`config.mk`:
```
export PLATFORM = sky130hd
export DESIGN_NAME = plic_intr_src_conditioner
export DESIGN_NICKNAME = d
export VERILOG_FILES = /design/src/rtl/plic_src_pkg.sv /design/src/rtl/plic_src_filter_slice.sv /design/src/rtl/plic_intr_src_conditioner.sv
export SDC_FILE = /design/constraint.sdc
export NUM_CORES = 1
export LEC_CHECK = 0
export CELL_PAD_IN_SITES_DETAIL_PLACEMENT = 0
export CELL_PAD_IN_SITES_GLOBAL_PLACEMENT = 2
export CORE_MARGIN = 3
export CORE_UTILIZATION = 37
export CTS_BUF_LIST = sky130_fd_sc_hd__clkbuf_2
export DETAILED_ROUTE_END_ITERATION = 6
export GPL_TIMING_DRIVEN = 1
export MAX_ROUTING_LAYER = met4
export PLACE_DENSITY_LB_ADDON = 0.1
export SYNTH_ARGS = -nofsm -noshare
export SYNTH_HDL_FRONTEND = slang
export SYNTH_HIERARCHICAL = 1
export SYNTH_SLANG_ARGS = --single-unit
```
`constraint.sdc`:
```
create_clock -name clk_i -period 2.5 [get_ports clk_i]
set_clock_uncertainty 0.15 [all_clocks]
set_input_delay 0.5 -clock clk_i [delete_from_list [all_inputs] [get_ports clk_i]]
set_output_delay 0.5 -clock clk_i [all_outputs]
set_load 0.02 [all_outputs]
```
`src/rtl/plic_src_pkg.sv`:
```
// Shared defaults and types for the PLIC interrupt-source conditioner.
package plic_src_pkg;

    // Default synchronizer depth (legal range >= 2).
    localparam int unsigned DefSyncStages = 2;

    // Default number of consecutive stable cycles before the filtered level moves.
    localparam int unsigned DefFilterCycles = 4;

    // Default width of each per-source rise counter.
    localparam int unsigned DefCntWidth = 8;

    // Default number of sources; matches the PLIC NumSrc of the SoC.
    localparam int unsigned DefNumSrc = 2;

    // Per-source rise counter at the default width.
    typedef logic [DefCntWidth-1:0] src_cnt_t;

endpackage : plic_src_pkg

```
`src/rtl/plic_src_filter_slice.sv`:
```
// One interrupt source: polarity normalisation, synchronizer, stability
// filter, enable gating, rise detection and a saturating rise counter.
module plic_src_filter_slice
    import plic_src_pkg::*;
#(
    parameter int unsigned sync_stages_p   = DefSyncStages,
    parameter int unsigned filter_cycles_p = DefFilterCycles,
    parameter int unsigned cnt_width_p     = DefCntWidth,
    parameter bit          active_low_p    = 1'b0
) (
    input  logic                   clk_i,
    input  logic                   rst_ni,
    input  logic                   intr_async_i,
    input  logic                   en_i,
    input  logic                   clear_i,
    output logic                   intr_src_o,
    output logic                   rise_o,
    output logic [cnt_width_p-1:0] count_o
);

    localparam int unsigned StabW = $clog2(filter_cycles_p + 1);
    localparam logic [StabW-1:0] StabMax = StabW'(filter_cycles_p - 1);

    // Normalised (active-high) raw line.
    logic norm;
    assign norm = intr_async_i ^ active_low_p;

    // Synchronizer chain; resets to the inactive level so an active-low line
    // held high through reset does not look like an interrupt.
    (* ASYNC_REG = "TRUE" *) logic [sync_stages_p-1:0] sync_q;
    logic [sync_stages_p-1:0] sync_d;
    logic                     synced;

    // Filter, delay and counter state.
    logic                   filt_q, filt_d;
    logic [StabW-1:0]       stab_q, stab_d;
    logic                   filt_dly_q, filt_dly_d;
    logic [cnt_width_p-1:0] cnt_q, cnt_d;
    logic                   cnt_sat;

    // Shift the normalised line through the synchronizer.
    always_comb begin
        sync_d = {sync_q[sync_stages_p-2:0], norm};
    end

    assign synced = sync_q[sync_stages_p-1];

    // Stability filter: the level moves only after filter_cycles_p
    // consecutive disagreeing samples; any agreeing sample restarts the count.
    always_comb begin
        filt_d = filt_q;
        stab_d = stab_q;
        if (synced == filt_q) begin
            stab_d = '0;
        end else if (stab_q == StabMax) begin
            filt_d = synced;
            stab_d = '0;
        end else begin
            stab_d = stab_q + StabW'(1);
        end
    end

    // Enable gates only the outputs, never the filter, so re-enabling a
    // source that is already high shows the level without a rise pulse.
    always_comb begin
        filt_dly_d = filt_q;
        intr_src_o = filt_q & en_i;
        rise_o     = en_i & filt_q & ~filt_dly_q;
    end

    assign cnt_sat = &cnt_q;

    // Saturating rise counter; a clear coinciding with a rise keeps that rise.
    always_comb begin
        cnt_d = cnt_q;
        if (clear_i && rise_o) begin
            cnt_d = cnt_width_p'(1);
        end else if (clear_i) begin
            cnt_d = '0;
        end else if (rise_o && !cnt_sat) begin
            cnt_d = cnt_q + cnt_width_p'(1);
        end
    end

    assign count_o = cnt_q;

    // State registers, all cleared asynchronously.
    always_ff @(posedge clk_i or negedge rst_ni) begin
        if (!rst_ni) begin
            sync_q     <= '0;
            filt_q     <= 1'b0;
            stab_q     <= '0;
            filt_dly_q <= 1'b0;
            cnt_q      <= '0;
        end else begin
            sync_q     <= sync_d;
            filt_q     <= filt_d;
            stab_q     <= stab_d;
            filt_dly_q <= filt_dly_d;
            cnt_q      <= cnt_d;
        end
    end

endmodule : plic_src_filter_slice

```
`src/rtl/plic_intr_src_conditioner.sv`:
```
// Conditions raw asynchronous interrupt lines into clean active-high levels
// for the PLIC gateway, plus per-source rise pulses and rise counters.
module plic_intr_src_conditioner
    import plic_src_pkg::*;
#(
    parameter int unsigned          num_src_p         = DefNumSrc,
    parameter int unsigned          sync_stages_p     = DefSyncStages,
    parameter int unsigned          filter_cycles_p   = DefFilterCycles,
    parameter logic [num_src_p-1:0] active_low_mask_p = '0,
    parameter int unsigned          cnt_width_p       = DefCntWidth
) (
    input  logic                             clk_i,
    input  logic                             rst_ni,
    input  logic [num_src_p-1:0]             intr_async_i,
    input  logic [num_src_p-1:0]             en_i,
    input  logic [num_src_p-1:0]             clear_i,
    output logic [num_src_p-1:0]             intr_src_o,
    output logic [num_src_p-1:0]             rise_o,
    output logic [num_src_p*cnt_width_p-1:0] count_o
);

    // One independent slice per source; counters packed source-major.
    for (genvar i = 0; i < num_src_p; i++) begin : g_src
        plic_src_filter_slice #(
            .sync_stages_p   (sync_stages_p),
            .filter_cycles_p (filter_cycles_p),
            .cnt_width_p     (cnt_width_p),
            .active_low_p    (active_low_mask_p[i])
        ) u_slice (
            .clk_i        (clk_i),
            .rst_ni       (rst_ni),
            .intr_async_i (intr_async_i[i]),
            .en_i         (en_i[i]),
            .clear_i      (clear_i[i]),
            .intr_src_o   (intr_src_o[i]),
            .rise_o       (rise_o[i]),
            .count_o      (count_o[i*cnt_width_p +: cnt_width_p])
        );
    end

endmodule : plic_intr_src_conditioner

```
==> impl_metrics.py <==
metrics = {
    "status": {
        "status": "completed",
    },
    "clock_network": {
        "cts_setup_buffers": 0,
        "cts_hold_buf": 0,
        "clockBufferDepth": 2,
        "clkSlewWorstSetupHoldPaths_ps": 150,
        "numClockSinks": 30,
        "htreeDepth": 2,
        "cts_buffers": 5,
        "clock_latency_ps": 350,
        "cts_tree": "yes",
        "root_buffer": "clkbuf_2",
    },
    "yosys": {
        "syn_avg_cell_area_um2": 11.3,
        "synth.largest_area_cell": "dfrtp_1",
        "ys_async_sr_fraction_pct": 100,
        "synth_area_leaders": "dfrtp_1, ha_1, mux2_2, a21oi_1, and3_1",
        "netlist-cell-type-count": 32,
        "netlist.area_leader.share_pct": 51.7,
        "synthesis.nets": 140,
        "yosys_warnings": 6,
        "seq_area_frac_synth_pct": 51.7,
        "synth_top_flop_cell": "dfrtp_1",
        "synthCells": 128,
        "ys_ff_latch": 30,
        "synth_common_cells": "dfrtp_1, nand2_1, a21oi_1",
        "synth-edff-count": 0,
        "synth.most_common_cell": "dfrtp_1",
        "synth_area_um2": 1450,
    },
    "setup_path": {
        "crit_fanout": 3,
        "start_kind": "input port",
        "critPathKind": "in -> out",
        "end_kind": "output port",
        "reg2reg_slack_ps": 770,
        "worstPathArrival_ps": 1740,
        "required_ps": 1850,
    },
    "place": {
        "place.gp.congestion": 0.770,
        "place.port_buffers": 27,
        "place_ws_ps": 20.1,
        "dp_hpwl_um": 2150,
    },
    "floorplan": {
        "dieWidth_um": 68.6,
        "rows": 22,
        "initial_core_util_pct": 39.1,
        "design.core.area_um2": 3720,
        "dieHeight_um": 68.6,
        "dieArea_um2": 4710,
        "io_pins": 28,
    },
    "timing": {
        "max_freq_mhz": 419,
        "slew_headroom_pct": 74.5,
        "worstMarginPinSlew_ps": 383,
        "setup_ws_ps": 114,
        "min_period_ps": 2390,
        "min_period_over_period_pct": 95.4,
        "final_hold_viol_count": 0,
        "slew_viol_final": 0,
        "whs_ps": 219,
        "rsz0062_at_grt": "no",
        "setup_viol": 0,
        "setup_tns_ps": 0,
    },
    "detailed_routing": {
        "wl_per_cell_um": 13.9,
        "drt_iter0_markers": 61,
        "dr.pass1.iters": 4,
        "vias_per_cell": 5.39,
        "routed_wl_um": 2970,
        "drt_drc_violations_left": 0,
        "vias": 1149,
        "antenna_left": 0,
    },
    "grt": {
        "grt_max_degree": 31,
        "grt.overflow.total": 0,
        "grt_pass1_wl_um": 5230,
        "grtUsageTotal_pct": 15.3,
        "antenna_found_initial": 0,
        "first_global_vias": 1155,
    },
    "power": {
        "p_leak_uw": 0.000861,
        "power_density_nw_per_um2": 654,
        "vdd.ir_drop.worst_uv": 319,
        "total_power_uw": 1210,
    },
    "final_layout": {
        "final_core_util_pct": 49.9,
        "drive_gt1_share_pct": 13.9,
        "antennaDiodeCount": 0,
        "syn2layout_area_growth_pct": 27.7,
        "nets": 176,
    },
    "hold_path": {
        "min_path_type": "reg -> reg",
    },
    "job": {
        "max_cap_violations": 0,
    },
}
## final cells by class
cell class                 count  area (um^2)
fill                         345         1860
sequential                    30          751
tap                           48         60.1
clock inverter                 2         8.76
multi-input combinational     90          668
clock buffer                   6         30.0
inverter                       4         15.0
timing repair buffer          33          320
## layout by cell type (no fill, tap or decap), types with 4 or more instances in the layout
cell	count
nand4_1	4
nor3b_1	4
clkdlybuf4s50_1	25
clkbuf_2	6
and3_1	6
a21oi_1	8
inv_1	4
a211oi_1	4
ha_1	4
dfrtp_1	30
buf_4	6
nor3_1	4
nand2_1	10
mux2_2	4
nor2b_1	4
and4_1	4
## report_power, final
part           internal [uW]  switching, uW  total, uW
clock                   68.8            157        226
sequential               563           77.5        640
combinational            188            158        346
total                    820            393       1210
## cells by family after synthesis
| family | Yosys count | synth area share (%) |
|---|---|---|
| fa+ha+maj | 4 | 3.45 |
| mux | 6 | 4.48 |
| buf+inv | 8 | 2.24 |
| flops | 30 | 51.7 |
| xor+xnor | 2 | 1.21 |
| compound gates | 26 | 12.9 |
| simple gates | 52 | 24.0 |
## layer usage
metal | global-route usage [%] | wire length [um]
met4 | 5.96 | 39
met3 | 3.89 | 114
met1 | 19.9 | 1440
met5 | - | 0
met2 | 22.9 | 1380
## path summary, 6_finish.rpt
path,start,cells past startpoint,endpoint
setup / recovery,en_i[1],3,intr_src_o[1]
hold / removal,g_src[0].u_slice/sync_q[0],0,g_src[0].u_slice/sync_q[1]
hold reg to reg,g_src[0].u_slice/sync_q[0],0,g_src[0].u_slice/sync_q[1]
min in group asynchronous,rst_ni,2,g_src[0].u_slice/stab_q[1]
max in group asynchronous,rst_ni,2,g_src[0].u_slice/count_o[7]
setup reg to reg,g_src[1].u_slice/count_o[0],4,g_src[1].u_slice/count_o[6]
## registers in the layout, indices dropped and copies added, names as in the netlist
register	flops
g_src.u_slice/count_o	16
g_src.u_slice/filt_dly_d	2
g_src.u_slice/filt_dly_q	2
g_src.u_slice/stab_q	6
g_src.u_slice/sync_q	4
## worst max-delay path, cell delays in order
cell,delay (ps)
clkdlybuf4s50_1,500
and2_2,140
clkdlybuf4s50_1,600
## what timing repair did
action	4_1_cts	5_1_grt
hold endpoints to repair	0	0
resized for setup	0	2
endpoints found under the setup margin	0	2
## through the flow
stage | instance area, um^2 | instances
after global routing | 1850 | 213
after global placement | 1810 | 205
final | 1850 | 213
after CTS | 1850 | 213
after detailed placement | 1810 | 205
after floorplan | 1450 | 128
(Power assumes the default switching activity.)
